==> src/rtl/spi_frame_packer.sv <==
`default_nettype none
// ============================================================================
// spi_frame_packer : snapshots NUM_CH player records and streams sync/seq/mask/payload/csum bytes
// Rev 1.0
// ============================================================================
module spi_frame_packer #(
  parameter int         NUM_CH    = 2,
  parameter int         CH_W      = 89,
  parameter logic [7:0] SYNC_BYTE = 8'hA5
) (
  input  logic                   clk_in,
  input  logic                   rst_n_in,
  input  logic [NUM_CH*CH_W-1:0] ch_data_in,
  input  logic [NUM_CH-1:0]      ch_en_in,
  input  logic                   frame_req_in,
  output logic [7:0]             byte_out,
  output logic                   byte_valid_out,
  input  logic                   byte_ready_in,
  output logic                   busy_out,
  output logic                   frame_done_out,
  output logic [7:0]             seq_out,
  output logic [7:0]             overrun_count_out
);

  localparam int CH_BYTES   = (CH_W + 7) / 8;
  localparam int PAD_W      = CH_BYTES * 8;
  localparam int CH_IDX_W   = (NUM_CH > 1) ? $clog2(NUM_CH) : 1;
  localparam int BYTE_IDX_W = (CH_BYTES > 1) ? $clog2(CH_BYTES) : 1;
  localparam logic [BYTE_IDX_W-1:0] LAST_BYTE = BYTE_IDX_W'(CH_BYTES - 1);

  typedef enum logic [2:0] {
    S_IDLE    = 3'd0,
    S_SYNC    = 3'd1,
    S_SEQ     = 3'd2,
    S_MASK    = 3'd3,
    S_PAYLOAD = 3'd4,
    S_CSUM    = 3'd5
  } state_t;

  state_t                  state_q;
  logic [NUM_CH*CH_W-1:0]  snap_data_q;
  logic [NUM_CH-1:0]       snap_en_q;
  logic [7:0]              seq_q;
  logic                    pending_q;
  logic [7:0]              overrun_q;
  logic [7:0]              csum_q;
  logic [CH_IDX_W-1:0]     ch_idx_q;
  logic [BYTE_IDX_W-1:0]   byte_idx_q;
  logic [7:0]              byte_q;
  logic                    valid_q;
  logic                    done_q;

  logic [7:0]              pay_bytes [NUM_CH][CH_BYTES];
  logic [7:0]              mask_byte;
  logic [7:0]              csum_d;
  logic [BYTE_IDX_W-1:0]   byte_idx_d;
  logic [CH_IDX_W-1:0]     first_ch;
  logic [CH_IDX_W-1:0]     next_ch;
  logic                    first_ok;
  logic                    next_ok;
  logic                    xfer;

  // Byte 0 of each channel is the most significant byte of the zero-padded record.
  for (genvar k = 0; k < NUM_CH; k++) begin : g_ch
    logic [PAD_W-1:0] pad;
    assign pad = PAD_W'(snap_data_q[k*CH_W +: CH_W]);
    for (genvar b = 0; b < CH_BYTES; b++) begin : g_byte
      assign pay_bytes[k][b] = pad[(CH_BYTES-1-b)*8 +: 8];
    end
  end

  always_comb begin
    first_ch = '0;
    first_ok = 1'b0;
    next_ch  = '0;
    next_ok  = 1'b0;
    for (int i = NUM_CH - 1; i >= 0; i--) begin
      if (snap_en_q[i]) begin
        first_ch = CH_IDX_W'(i);
        first_ok = 1'b1;
      end
      if (snap_en_q[i] && (i > int'(ch_idx_q))) begin
        next_ch = CH_IDX_W'(i);
        next_ok = 1'b1;
      end
    end
  end

  always_comb begin
    mask_byte = '0;
    mask_byte[NUM_CH-1:0] = snap_en_q;
  end

  assign csum_d     = csum_q + byte_q;
  assign byte_idx_d = byte_idx_q + 1'b1;
  assign xfer       = valid_q & byte_ready_in;

  always_ff @(posedge clk_in or negedge rst_n_in) begin
    if (!rst_n_in) begin
      state_q     <= S_IDLE;
      snap_data_q <= '0;
      snap_en_q   <= '0;
      seq_q       <= '0;
      pending_q   <= 1'b0;
      overrun_q   <= '0;
      csum_q      <= '0;
      ch_idx_q    <= '0;
      byte_idx_q  <= '0;
      byte_q      <= '0;
      valid_q     <= 1'b0;
      done_q      <= 1'b0;
    end else begin
      done_q <= 1'b0;
      if (state_q != S_IDLE && frame_req_in) begin
        if (!pending_q)
          pending_q <= 1'b1;
        else if (overrun_q != 8'hFF)
          overrun_q <= overrun_q + 8'd1;
      end
      case (state_q)
        S_IDLE: begin
          // A request arriving together with a held pending one is served by this same snapshot.
          if (frame_req_in || pending_q) begin
            snap_data_q <= ch_data_in;
            snap_en_q   <= ch_en_in;
            pending_q   <= 1'b0;
            csum_q      <= '0;
            byte_q      <= SYNC_BYTE;
            valid_q     <= 1'b1;
            state_q     <= S_SYNC;
          end
        end
        S_SYNC: begin
          if (xfer) begin
            byte_q  <= seq_q;
            state_q <= S_SEQ;
          end
        end
        S_SEQ: begin
          if (xfer) begin
            csum_q  <= csum_d;
            byte_q  <= mask_byte;
            state_q <= S_MASK;
          end
        end
        S_MASK: begin
          if (xfer) begin
            csum_q <= csum_d;
            if (first_ok) begin
              ch_idx_q   <= first_ch;
              byte_idx_q <= '0;
              byte_q     <= pay_bytes[first_ch][0];
              state_q    <= S_PAYLOAD;
            end else begin
              byte_q  <= csum_d;
              state_q <= S_CSUM;
            end
          end
        end
        S_PAYLOAD: begin
          if (xfer) begin
            csum_q <= csum_d;
            if (byte_idx_q != LAST_BYTE) begin
              byte_idx_q <= byte_idx_d;
              byte_q     <= pay_bytes[ch_idx_q][byte_idx_d];
            end else if (next_ok) begin
              ch_idx_q   <= next_ch;
              byte_idx_q <= '0;
              byte_q     <= pay_bytes[next_ch][0];
            end else begin
              byte_q  <= csum_d;
              state_q <= S_CSUM;
            end
          end
        end
        S_CSUM: begin
          if (xfer) begin
            done_q <= 1'b1;
            seq_q  <= seq_q + 8'd1;
            // A held request restarts at once so valid never drops between frames.
            if (pending_q) begin
              snap_data_q <= ch_data_in;
              snap_en_q   <= ch_en_in;
              pending_q   <= 1'b0;
              csum_q      <= '0;
              byte_q      <= SYNC_BYTE;
              state_q     <= S_SYNC;
            end else begin
              byte_q  <= '0;
              valid_q <= 1'b0;
              state_q <= S_IDLE;
            end
          end
        end
        default: begin
          valid_q <= 1'b0;
          state_q <= S_IDLE;
        end
      endcase
    end
  end

  assign byte_out          = byte_q;
  assign byte_valid_out    = valid_q;
  assign busy_out          = (state_q != S_IDLE);
  assign frame_done_out    = done_q;
  assign seq_out           = seq_q;
  assign overrun_count_out = overrun_q;

endmodule
`default_nettype wire

==> config.mk <==
export PLATFORM = sky130hd
export DESIGN_NAME = spi_frame_packer
export DESIGN_NICKNAME = d
export VERILOG_FILES = /design/src/rtl/spi_frame_packer.sv
export SDC_FILE = /design/constraint.sdc
export NUM_CORES = 1
export LEC_CHECK = 0
export CAP_MARGIN = 20
export CORE_MARGIN = 5
export CORE_UTILIZATION = 40
export CTS_BUF_LIST = sky130_fd_sc_hd__clkbuf_2
export CTS_CLUSTER_SIZE = 40
export DETAILED_ROUTE_END_ITERATION = 12
export GPL_ROUTABILITY_DRIVEN = 0
export PLACE_DENSITY_LB_ADDON = 0.25
export SYNTH_ARGS = -nofsm -noshare
export SYNTH_HDL_FRONTEND = slang
export SYNTH_SLANG_ARGS = --single-unit
==> constraint.sdc <==
create_clock -name clk_in -period 3.95 [get_ports clk_in]
set_input_delay 0.395 -clock clk_in [delete_from_list [all_inputs] [get_ports clk_in]]
set_output_delay 0.395 -clock clk_in [all_outputs]
set_load 0.1 [all_outputs]
Word level (Yosys, flattened, before mapping)
Index checks and enable logic that the tools add are counted.
{ "classes": {"n_reduce_logical": 20, "n_mux": 74, "add_sub_neg": 4, "magnitude_cmp": 5, "bitwise_logic": 6, "eq_ne": 21} }
{ "op_table": {"columns": ["cell", "count"], "rows": [
  ["96-bit 2-to-1 mux", 6],
  ["178-bit 2-to-1 mux", 3],
  ["178-bit case mux with 2 select lines", 1],
  ["89-bit 2-to-1 mux", 3],
  ["8-bit 2-to-1 mux", 16],
  ["8-bit case mux with 6 select lines", 1],
  ["8-bit binary-select mux with 4-bit select", 1],
  ["3-bit 2-to-1 mux", 8],
  ["2-bit != test (second input constant)", 12],
  ["8-bit case mux with 3 select lines", 1],
  ["1-bit 2-to-1 mux", 20],
  ["4-bit 2-to-1 mux", 5],
  ["3-bit case mux with 6 select lines", 1],
  ["8-bit by 1-bit adder with 8-bit output (second input constant)", 2],
  ["5-bit AND reduction", 2],
  ["8-bit adder", 1],
  ["8-bit != test (second input constant)", 1],
  ["4-bit case mux with 2 select lines", 1],
  ["4-bit AND reduction", 2],
  ["8-bit AND reduction", 1],
  ["7-bit AND reduction", 1],
  ["3-bit by 2-bit == test with 1-bit output (second input constant)", 2],
  ["3-bit == test (second input constant)", 2],
  ["2-bit greater-or-equal comparator (second input constant)", 3],
  ["other kinds (26)", 34]
]} }
{ "word_totals": {"input_bits": 184, "output_inout_bits": 27, "elab_cells": 142, "regBits": 223} }

Longest topological paths before layout
Gate-level depths: netlist of the first run.
{ "logic_depth": {"word_depth": 11, "mapped_depth": 10, "depth_no_buf": 8} }

Worst setup path before layout of the first run
No wires, ideal clock.
{ "synth_path": {"path_kind": "register to register", "startpoint": "register byte_q[1], in the netlist byte_out[1]", "endpoint": "register byte_q[7], in the netlist byte_out[7]", "period_less_slack_ns": 2.677, "setup_time_ns": 0.094, "arrival_ns": 2.583, "setup_slack_ns": 1.273, "stages_incl_launch_ff": 8, "path_buffers": 0, "t_required_ns": 3.856, "cell_sequence": "dfrtp_1 > ha_1 > a21oi_1 > o211ai_1 > o41ai_1 > xnor2_1 > a21o_1 > a211oi_1"} }
{ "synth_via": {"elab_chain_cells": 5, "elab_cells_between_ends": 7, "classes_between": "add/sub: 1; mux: 6"} }
{ "synth_lines": {"columns": ["element", "line_no", "text"], "rows": [
  ["start, declared", "49", "logic [7:0] byte_q;"],
  ["start signal, assigned", "135", "byte_q <= seq_q;"],
  ["start signal, assigned", "142", "byte_q <= mask_byte;"],
  ["start signal, assigned", "152", "byte_q <= pay_bytes[first_ch][0];"],
  ["8-bit adder *", "94", "assign csum_d = csum_q + byte_q;"],
  ["8-bit 2-to-1 mux", "166", "end else if (next_ok) begin"],
  ["8-bit 2-to-1 mux", "163", "if (byte_idx_q != LAST_BYTE) begin"],
  ["8-bit 2-to-1 mux", "161", "if (xfer) begin"],
  ["8-bit case mux with 6 select lines *", "120", "case (state_q)"]
]} }
Every way passes the cells marked *; elsewhere a longest branch is shown, timed or not. The select of a mux whose other input is x is not followed.
A chain may end at the register's enable or synchronous reset.

Worst setup path in the final report of the first run
{ "layout_path": {"startpoint": "register seq_q[0], in the netlist seq_out[0]", "endpoint": "output seq_out[0]"} }
{ "layout_rtl": {"columns": ["element", "line_no", "text"], "rows": [
  ["start, declared", "43", "logic [7:0] seq_q;"],
  ["start signal, assigned", "179", "seq_q <= seq_q + 8'd1;"],
  ["end, declared", "21", "output logic [7:0] seq_out,"]
]} }
No word-level cell between the ends.

==> results of run 1 <==
-- layout make-up --
cell class | instances | area [um2]
fillers | 2381 | 13200
flip-flops and latches | 223 | 5590
multi-input cells | 498 | 4830
repair buffers | 219 | 2200
well taps | 341 | 427
clock buffers | 84 | 420
clock inverters | 11 | 45.0
inverters | 6 | 22.5
diodes | 1 | 2.50
-- routing by layer --
layer	global-route usage (%)	share of wire [%]
met5	0	0
met4	4.92	1.7
met3	4.41	6.0
met2	28.6	48
met1	23.2	44
-- registers in the layout, indices dropped and copies added, names as in the netlist --
name	count
ch_idx_q	1
state_q	3
csum_q	8
overrun_count_out	8
frame_done_out	1
snap_en_q	2
byte_valid_out	1
byte_out	8
seq_out	8
byte_idx_q	4
snap_data_q	178
pending_q	1
-- per-stage QoR --
| stage | setup slack, ns | hold slack [ns] | power (mW) |
|---|---|---|---|
| floorplan | 1.27 | 0.0994 | 7.56 |
| global placement | 0.982 | 0.459 | 8.61 |
| detailed placement | 0.893 | 0.454 | 8.74 |
| CTS | 0.895 | 0.0177 | 10.3 |
| global route | 0.895 | 0.0500 | 10.8 |
| finish | 1.03 | 0.145 | 10.1 |
-- power groups by stage --
stage               clock, mW  sequential, mW  combinational (mW)
global placement            0            4.20                4.42
floorplan                   0            4.35                3.22
detailed placement          0            4.23                4.51
CTS                      1.55            4.19                4.52
global route             1.65            4.34                4.82
finish                   1.47            4.17                4.46
-- synthesized netlist by cell type, types with 6 or more instances --
library cell	count	area [um2]
mux4_2	41	923
xor2_1	10	87.6
inv_1	6	22.5
mux2_2	84	946
a21oi_1	15	75.1
nand2b_1	6	37.5
o21ai_0	16	80.1
nor3_1	10	50.1
buf_6	16	180
clkbuf_1	8	30.0
xnor2_1	16	140
nand3_1	14	70.1
mux2_1	100	1130
ha_1	10	125
a22o_1	6	52.6
dfrtp_1	223	5580
buf_2	16	80.1
nor2_1	42	158
nand2_1	30	113
mux2i_1	24	240
-- worst paths after layout --
check,start,endpoint,depth (start not counted)
min reg2reg,csum_q[4]$_DFFE_PN0P_,csum_q[4]$_DFFE_PN0P_,2
max in group asynchronous,rst_n_in,snap_data_q[172]$_DFFE_PN0P_,3
min in group asynchronous,rst_n_in,overrun_count_out[3]$_DFFE_PN0P_,2
min,ch_data_in[24],snap_data_q[24]$_DFFE_PN0P_,2
max reg2reg,byte_idx_q[1]$_DFFE_PN0P_,byte_out[7]$_DFFE_PN0P_,6
max,seq_out[0]$_DFFE_PN0P_,seq_out[0],1
-- logic make-up after synthesis --
kind of cell / share of synthesized area, %
compound gates: 5.44
xor+xnor: 2.11
fa+ha+maj: 1.35
buf+inv: 3.54
flops: 51.7
mux: 30.0
simple gates: 5.81
-- cells in the final DEF (no fill, tap or decap), types with 5 or more instances in the layout --
cell / netlist / final
o21ai_0: 16 / 16
nand3_1: 14 / 14
xor2_1: 10 / 10
mux2_2: 84 / 84
a22o_1: 6 / 6
xnor2_1: 16 / 16
nand2b_1: 6 / 6
a31oi_1: 5 / 5
nor2_1: 42 / 42
inv_1: 6 / 6
mux2_1: 100 / 100
mux4_2: 41 / 41
dfrtp_1: 223 / 221
mux2i_1: 24 / 24
nor3_1: 10 / 10
o31ai_1: 5 / 5
buf_4: 3 / 7
ha_1: 10 / 9
clkinv_1: 0 / 9
nand2_1: 30 / 30
a21oi_1: 15 / 15
clkbuf_2: 0 / 84
clkdlybuf4s50_1: 0 / 208
==> key figures, run 1 <==
Pwr
  – Static Leakage: 5.60 nW
  – Sequential Power Share: 41.3%
  – Int Power: 6.21 mW
  – Clk pwr share: 14.6%
  – Maximum VDD drop: 0.000374 V
  – Net Sw Frac: 38.5%
  – Share of total power in combinational logic: 44.2%
  – Switch Pwr: 3.89 mW
  – Power Density: approximately 750 mW/mm2

Cells and area
  – Design area: approximately 0.014 mm2
  – Final non-filler cell total: between 1,000 and 1,500
  – Area grow syn2layout: 25.5%
  – Final core utilization: between 50 and 60%
  – Layout cells sized above 1: 22.1%
  – Final Net Count: 1,201

Critical path
  – CP Capture Type: output pin
  – CP Class: flop to output pin
  – Worst-path fanout max: 5
  – CP cell instances: clkdlybuf4s50_1
  – CP max stage delay: 1.19 ns
  – Critical path's slowest cell: clkdlybuf4s50_1
  – Crit path launch type: flop
  – Arr. time, crit path: about 2.5 ns
  – Reg2Reg Setup Slack: about 1.1 ns
  – Required time worst endpoint: 3.56 ns
  – Buffers and inverters on the worst path: 1
  – Worst path top cell family by delay: buffers and inverters

Clock tree
  – Num CTS Buffers: 58
  – Clock root buffer: clkbuf_2
  – Clk slew on worst S/H paths: roughly 0.10 ns
  – Setup bufs post-CTS: 0
  – CTS tree: yes
  – Clock net sink count: 223
  – Max clock buf depth: 3
  – Clk_lat worst skew: 0.84 ns
  – H-tree depth: 2
  – Cts hold-fix bufs: 1
  – Cts repair resizes: 0

Global route
  – Largest net degree at the start of global routing: between 90 and 100
  – First-pass GRT wire length: about 42,000 um
  – Initial antenna violation count: 1
  – GRT overflow: 0
  – Number of global-route vias before repair: 7,655
  – Total track usage: 17.5%

Floorplan
  – Core Rows: 60
  – Die area: approximately 0.03 mm2
  – Initial Util: 40.4%
  – Chip width: between 150 and 200 um
  – Chip height: 174 um
  – Core area: 0.0267 mm2
  – Total I/O pin count: 211

Timing
  – Final Hold Viols: 0
  – Clock Skew: 0.0883 ns
  – Fmax: 342 MHz
  – Setup_tns: 0 ns
  – Worst slew margin: between 30 and 40%
  – Slew Limit Fails: 0
  – # setup viols final: 0
  – Post-layout min period: 2.92 ns
  – RSZ-0062 raised after global routing: false
  – Slew @ Worst Pin: roughly 1 ns
  – Period Utilization, post-route: 73.9%

Yosys
  – Main synth FF type: dfrtp_1
  – Yosys cell types: 59
  – Flops & latches, synth: 223
  – Yosys synthesis warning count: 0
  – Avg Cell Area, Syn: 13.9 um2
  – Synthesized area: 0.0108 mm2
  – EDFF count, synth: 0
  – Syn Nets: 970
  – Register area share after synthesis: 51.7%
  – Ys async rst share: 100%
  – Synthesized instance count: 775

Route
  – Routed len/inst: 19.2 um
  – Number of vias per cell: 5.18
  – DR pass1 iterations: 4
  – DRC: 0
  – Routed WL: 26,600 um
  – Via count: 7,163
  – Post-DRT Antenna Nets: 0
  – Initial DRC Count: 370

Placed design
  – DPL Wire Length: 19,300 um
  – Placed Area: 0.0131 mm2
  – Inst Count DP: 1,286
  – Buffers on Ports: 210

Flow run
  – Max_cap viols: 0

Status
  – Status: finished, final reports clean

Hold path
  – Hold Path Class: primary input to flop
No activity file was read; power rests on OpenSTA's default activity.
==> run 2: changes to the inputs <==
clock period = 2.9 ns   (was 3.95 ns; I/O delays follow)
==> run 2 against run 1 <==
Against the previous run: sequential share of layout area decreased by 4.2 points; critical path depth increased by 3; power grew 41%; via count up 10%; wire length up 9.7%; critical path type unchanged.
==> key figures, run 2 (synthesis results as in run 1) <==
Clock tree
  – Clk slew on worst S/H paths: 0.10 ns (about the same)
  – H-tree depth: 2 (unchanged)
  – CTS tree: yes
  – Clock root buffer: clkbuf_2
  – Clock net sink count: 223 (unchanged)
  – Clk_lat worst skew: 0.85 ns (about the same)
  – Max clock buf depth: 3 (unchanged)
  – Num CTS Buffers: 59 (+1.7%)

Route
  – Number of vias per cell: 5.10 (-1.6%)
  – Via count: 7,885 (+10%)
  – Routed WL: 29,200 um (+9.7%)
  – Initial DRC Count: 387 (+4.6%)
  – DR pass1 iterations: 4 (unchanged)
  – Routed len/inst: 18.9 um (-2.0%)
  – DRC: 0 (unchanged)
  – Post-DRT Antenna Nets: 0 (unchanged)

Critical path
  – Worst-path fanout max: 13 (+8)
  – Crit path launch type: flop
  – Reg2Reg Setup Slack: 0.41 ns (-0.70 ns)
  – RR Endpoint: byte_out[7]$_DFFE_PN0P_
  – Required time worst endpoint: 2.61 ns (-0.95 ns)
  – Worst reg2reg path depth: 7 (+1)
  – Arr. time, crit path: 2.27 ns (-0.25 ns)
  – RR Startpoint: byte_out[1]$_DFFE_PN0P_
  – Launch point of the worst path: state_q[1]$_DFFE_PN0P_
  – CP Capture Type: output pin
  – CP Class: flop to output pin

Placed design
  – Buffers on Ports: 210 (unchanged)
  – DPL Wire Length: 20,400 um (+6.0%)

Hold path
  – Hold path depth: 2 (unchanged)
  – Min-delay src: ch_data_in[114]
  – Hold Path Class: primary input to flop
  – Hold Path End: snap_data_q[114]$_DFFE_PN0P_

Global route
  – Number of global-route vias before repair: 8,670 (+13%)
  – Largest net degree at the start of global routing: 70 (-29%)
  – Initial antenna violation count: 4 (+3)
  – GRT overflow: 0 (unchanged)
  – First-pass GRT wire length: 46,800 um (+11%)
  – Total track usage: 19.3% (+1.9 points)

Floorplan
  – Chip height: 174 um (unchanged)
  – Die area: 0.0303 mm2 (unchanged)
  – Total I/O pin count: 211 (unchanged)
  – Chip width: 174 um (unchanged)
  – Core area: 0.0267 mm2 (unchanged)
  – Initial Util: 40.4% (unchanged)
  – Core Rows: 60 (unchanged)

Pwr
  – Static Leakage: 6.35 nW (+13%)
  – Power Density: 942 mW/mm2 (+26%)
  – Maximum VDD drop: 0.000443 V (+18%)

Timing
  – RSZ-0062 raised after global routing: false
  – Fmax: 390 MHz
  – Slew Limit Fails: 0 (unchanged)
  – Clock Skew: 0.0605 ns (-0.0278 ns)
  – Setup_tns: 0 ns (unchanged)
  – Worst slew margin: 39.6% (+7.2 points)
  – Slew @ Worst Pin: 0.903 ns (-0.108 ns)
  – # setup viols final: 0 (unchanged)
  – Final Hold Viols: 0 (unchanged)
  – Post-layout min period: 2.56 ns
  – WHS: 0.0837 ns (-0.0609 ns)
  – Period Utilization, post-route: between 80% and 90%

Cells and area
  – Layout cells sized above 1: 23.4% (+1.3 points)
  – Commonest non-fill, non-tap cell in the layout: dfrtp_1
  – Max FFs per register: 178 (unchanged)
  – Area grow syn2layout: 39.8%
  – Most frequent cells in the layout: dfrtp_1 (221), clkdlybuf4s50_1 (182), dlygate4sd3_1 (138)
  – Final Net Count: 1,359 (+13%)
  – Largest Register: snap_data_q

Status
  – Status: finished, final reports clean

Flow run
  – Max_cap viols: 0 (unchanged)
run 2: changes by cell type in the layout (fill, tap and decap cells not counted):
cell,before,now
buf_12,2,6
buf_4,7,49
clkbuf_2,84,88
clkdlybuf4s50_1,208,182
clkinv_1,9,8
clkinv_2,0,1
clkinv_4,0,1
diode_2,1,4
dlygate4sd3_1,1,138
inv_2,1,0
run 2: per-stage QoR:
| stage | total power, mW | area (um2) | cells | setup slack [ns] | utilization, % |
|---|---|---|---|---|---|
| 3_3_place_gp | 11.9 | 13200 | 1306 | 0.381 | 49.4 |
| 5_1_grt | 15.2 | 15100 | 1547 | 0.0978 | 56.4 |
| 2_1_floorplan | 10.3 | 10800 | 775 | 0.223 | - |
| 4_1_cts | 14.4 | 15000 | 1538 | 0.207 | 56.2 |
| 3_5_place_dp | 12.1 | 13200 | 1306 | 0.328 | 49.4 |
| 6_report | 14.2 | 15100 | 1547 | 0.336 | 56.4 |
run 2: metal layers:
metal | routed length [um] | part of all wire (%) | track usage [%]
met4 | 674 | 2.3 | 6.50
met5 | 0 | 0 | 0
met3 | 1390 | 4.8 | 4.13
met2 | 14400 | 49 | 32.1
met1 | 12700 | 43 | 25.4
run 2: worst max-delay path, cell delays in order, from the launching register on:
cell and delay, ns:
dfrtp_1 0.65, buf_4 0.27, nor3_1 0.08, inv_1 0.15, buf_4 0.31
run 2: worst max-delay path by stage:
stage,end,slack [ns]
final,busy_out,0.34
after CTS,busy_out,0.21
after global routing,busy_out,0.1
after detailed placement,snap_data_q[48]$_DFFE_PN0P_,0.33
after floorplan,byte_out[7]$_DFFE_PN0P_,0.22
after global placement,snap_data_q[55]$_DFFE_PN0P_,0.38
run 2: what timing repair did:
| item | CTS | global route |
|---|---|---|
| hold buffers | 133 | 5 |
| gates resized for setup | 0 | 0 |
| hold endpoints to repair | 353 | 5 |
| setup buffers | 0 | 0 |
run 2: cell type report:
type | count | area, um2
antenna | 4 | 10.0
clock buffer | 88 | 440
clock inverter | 11 | 51.3
fill | 2252 | 11700
inverter | 6 | 22.5
multi-input combinational | 498 | 4830
sequential | 223 | 5590
tap | 341 | 427
timing repair buffer | 376 | 3710
run 2: power breakdown:
group,internal [mW],switching (mW),total [mW]
combinational,3.33,3.19,6.52
clock,0.800,1.28,2.08
sequential,4.60,1.01,5.60
total,8.72,5.48,14.2
==> run 3: changes to the inputs <==
CORE_MARGIN = 10   (was 5)
TNS_END_PERCENT = 10   (was unset)
==> run 3 against run 2 <==
Against the previous run: cell area shrank 5.0%; clock power shrank 2%; sequential share of layout area grew 1.9 points; combinational power shrank 2%; largest cell class unchanged; power shrank 0.77%; clock skew grew 0.053 ns; global-route usage shrank 1.9 points; non-clock buffer count shrank 77; fmax shrank 0.14%; utilization shrank 2.8 points; via count shrank 3.9%; worst hold slack lost 0.011 ns.
==> key figures, run 3 (synthesis results as in run 1) <==
Critical path
  – Worst reg2reg path depth: 7 (unchanged)
  – Launch point of the worst path: state_q[0]$_DFFE_PN0P_
  – CP Capture Type: output pin
  – Arr. time, crit path: 2.28 ns (about the same)
  – CP Class: flop to output pin
  – Required time worst endpoint: 2.61 ns (about the same)
  – RR Endpoint: byte_out[7]$_DFFE_PN0P_
  – Worst-path fanout max: 13 (unchanged)
  – Crit path launch type: flop
  – RR Startpoint: byte_idx_q[1]$_DFFE_PN0P_
  – Reg2Reg Setup Slack: 0.47 ns (+0.06 ns)
  – CP Capture Point: busy_out

Cells and area
  – Final Net Count: 1,280 (-5.8%)
  – Fillers: 2,311 (+2.6%)
  – Area of the multi-input gates: 0.00483 mm2 (unchanged)
  – Layout cells sized above 1: 24.4% (+1.0 points)
  – Area grow syn2layout: 32.8%
  – Most frequent cells in the layout: dfrtp_1 (221), clkdlybuf4s50_1 (182), mux2_1 (100)
  – Commonest non-fill, non-tap cell in the layout: dfrtp_1
  – Max FFs per register: 178 (unchanged)
  – FF+latch area: 0.00559 mm2 (unchanged)
  – Largest Register: snap_data_q
  – Final non-filler cell total: 1,466 (-5.2%)

Floorplan
  – Core area: 0.0267 mm2 (unchanged)
  – Chip width: 184 um (+5.7%)
  – Die area: 0.0339 mm2 (+12%)
  – Total I/O pin count: 211 (unchanged)
  – Initial Util: 40.4% (unchanged)
  – Chip height: 184 um (+5.7%)
  – Core Rows: 60 (unchanged)

Placed design
  – Buffers on Ports: 210 (unchanged)
  – DPL Wire Length: 21,500 um (+5.4%)
  – Dpl ws: 0.451 ns (+0.123 ns)
  – Inst Count DP: 1,302 (-0.31%)

Timing
  – Fmax: 389 MHz (-0.14%)
  – Clock Skew: 0.113 ns (+0.0529 ns)
  – Post-layout min period: 2.57 ns (+0.00353 ns)
  – Worst setup margin: 0.332 ns (-0.00353 ns)
  – Final Hold Viols: 0 (unchanged)
  – Setup_tns: 0 ns (unchanged)
  – Period Utilization, post-route: 88.5% (+0.12 points)
  – # setup viols final: 0 (unchanged)
  – RSZ-0062 raised after global routing: false
  – Slew @ Worst Pin: 0.867 ns (-0.0367 ns)
  – Slew Limit Fails: 0 (unchanged)
  – Worst slew margin: 42.0% (+2.5 points)

Clock tree
  – H-tree depth: 2 (unchanged)
  – Setup bufs post-CTS: 0 (unchanged)
  – CTS tree: yes
  – Cts hold-fix bufs: 65 (-51%)
  – Num CTS Buffers: 57 (-3.4%)
  – Max clock buf depth: 3 (unchanged)
  – Clock root buffer: clkbuf_2
  – Cts repair resizes: 0 (unchanged)
  – Clock net sink count: 223 (unchanged)
  – Clk slew on worst S/H paths: 0.10 ns (about the same)
  – Clk_lat worst skew: 0.89 ns (+0.04 ns)

Global route
  – Met3 usage: 4.23% (+0.10 points)
  – Initial antenna violation count: 2 (-2)
  – GRT met2 Usage: 28.2% (-3.9 points)
  – Met1 Resource Use GR: 23.0% (-2.4 points)
  – Largest net degree at the start of global routing: 76 (+8.6%)
  – GRT overflow: 0 (unchanged)
  – Total track usage: 17.4% (-1.9 points)
  – Most Crowded Layer GR: met2
  – First-pass GRT wire length: 46,300 um (-1.0%)
  – Number of global-route vias before repair: 8,142 (-6.1%)

Pwr
  – Static Leakage: 6.02 nW (-5.1%)
  – Total power: 14.1 mW (-0.77%)
  – Power Density: 984 mW/mm2 (+4.4%)
  – Maximum VDD drop: 0.000428 V (-3.6%)

Route
  – Number of vias per cell: 5.17 (+1.4%)
  – Post-DRT Antenna Nets: 0 (unchanged)
  – Initial DRC Count: 511 (+32%)
  – Routed WL: 29,300 um (+0.57%)
  – Routed len/inst: 20.0 um (+6.1%)
  – Via count: 7,577 (-3.9%)
  – DRC: 0 (unchanged)
  – DR pass1 iterations: 5 (+1)

Status
  – Status: finished, final reports clean

Flow run
  – Max_cap viols: 0 (unchanged)

Hold path
  – Hold Path Class: primary input to flop
==> run 3: routing by layer <==
metal	part of all wire (%)	wire length, um
met1	43	12800
met5	0	0
met2	49	14500
met3	5.9	1730
met4	1.3	396
==> run 3: per-stage QoR <==
stage | util (%) | area (um2) | hold WS [ns]
after detailed placement | 49.3 | 13200 | 0.378
after floorplan | - | 10800 | -0.00559
final | 53.6 | 14300 | 0.0728
after global routing | 53.6 | 14300 | 0.00223
after CTS | 53.6 | 14300 | 0.000554
after global placement | 49.3 | 13200 | 0.376
==> run 3: worst max-delay path: stages, from the launching register on <==
cell and delay, ns:
dfrtp_1 0.63, buf_4 0.24, nor3_1 0.07, inv_1 0.14, buf_4 0.32
==> run 3: worst min path at each step <==
| stage | to | slack, ns | start | cells after the start |
|---|---|---|---|---|
| after detailed placement | overrun_count_out[5]$_DFFE_PN0P_ | 0.38 | rst_n_in | 1 |
| after global routing | snap_data_q[14]$_DFFE_PN0P_ | 0.002 | ch_data_in[14] | 2 |
| after CTS | snap_data_q[123]$_DFFE_PN0P_ | 0.0006 | ch_data_in[123] | 2 |
| final | snap_data_q[98]$_DFFE_PN0P_ | 0.07 | ch_data_in[98] | 2 |
| after floorplan | byte_idx_q[0]$_DFFE_PN0P_ | -0.006 | rst_n_in | 0 |
| after global placement | overrun_count_out[5]$_DFFE_PN0P_ | 0.38 | rst_n_in | 1 |
==> run 3: cell type report <==
class | count | area share [%]
Multi-Input combinational cell | 498 | 33.7
Inverter | 6 | 0.157
Timing Repair Buffer | 299 | 20.7
Clock inverter | 13 | 0.419
Antenna cell | 2 | 0.0349
Clock buffer | 84 | 2.94
Sequential cell | 223 | 39.0
Tap cell | 341 | 2.98
==> run 3: report_power, final <==
group	internal (mW)	leakage (nW)	switching (mW)	total, mW
clock	0.774	0.379	1.27	2.04
sequential	4.59	2.67	1.03	5.62
combinational	3.27	2.97	3.16	6.42
total	8.64	6.02	5.45	14.1
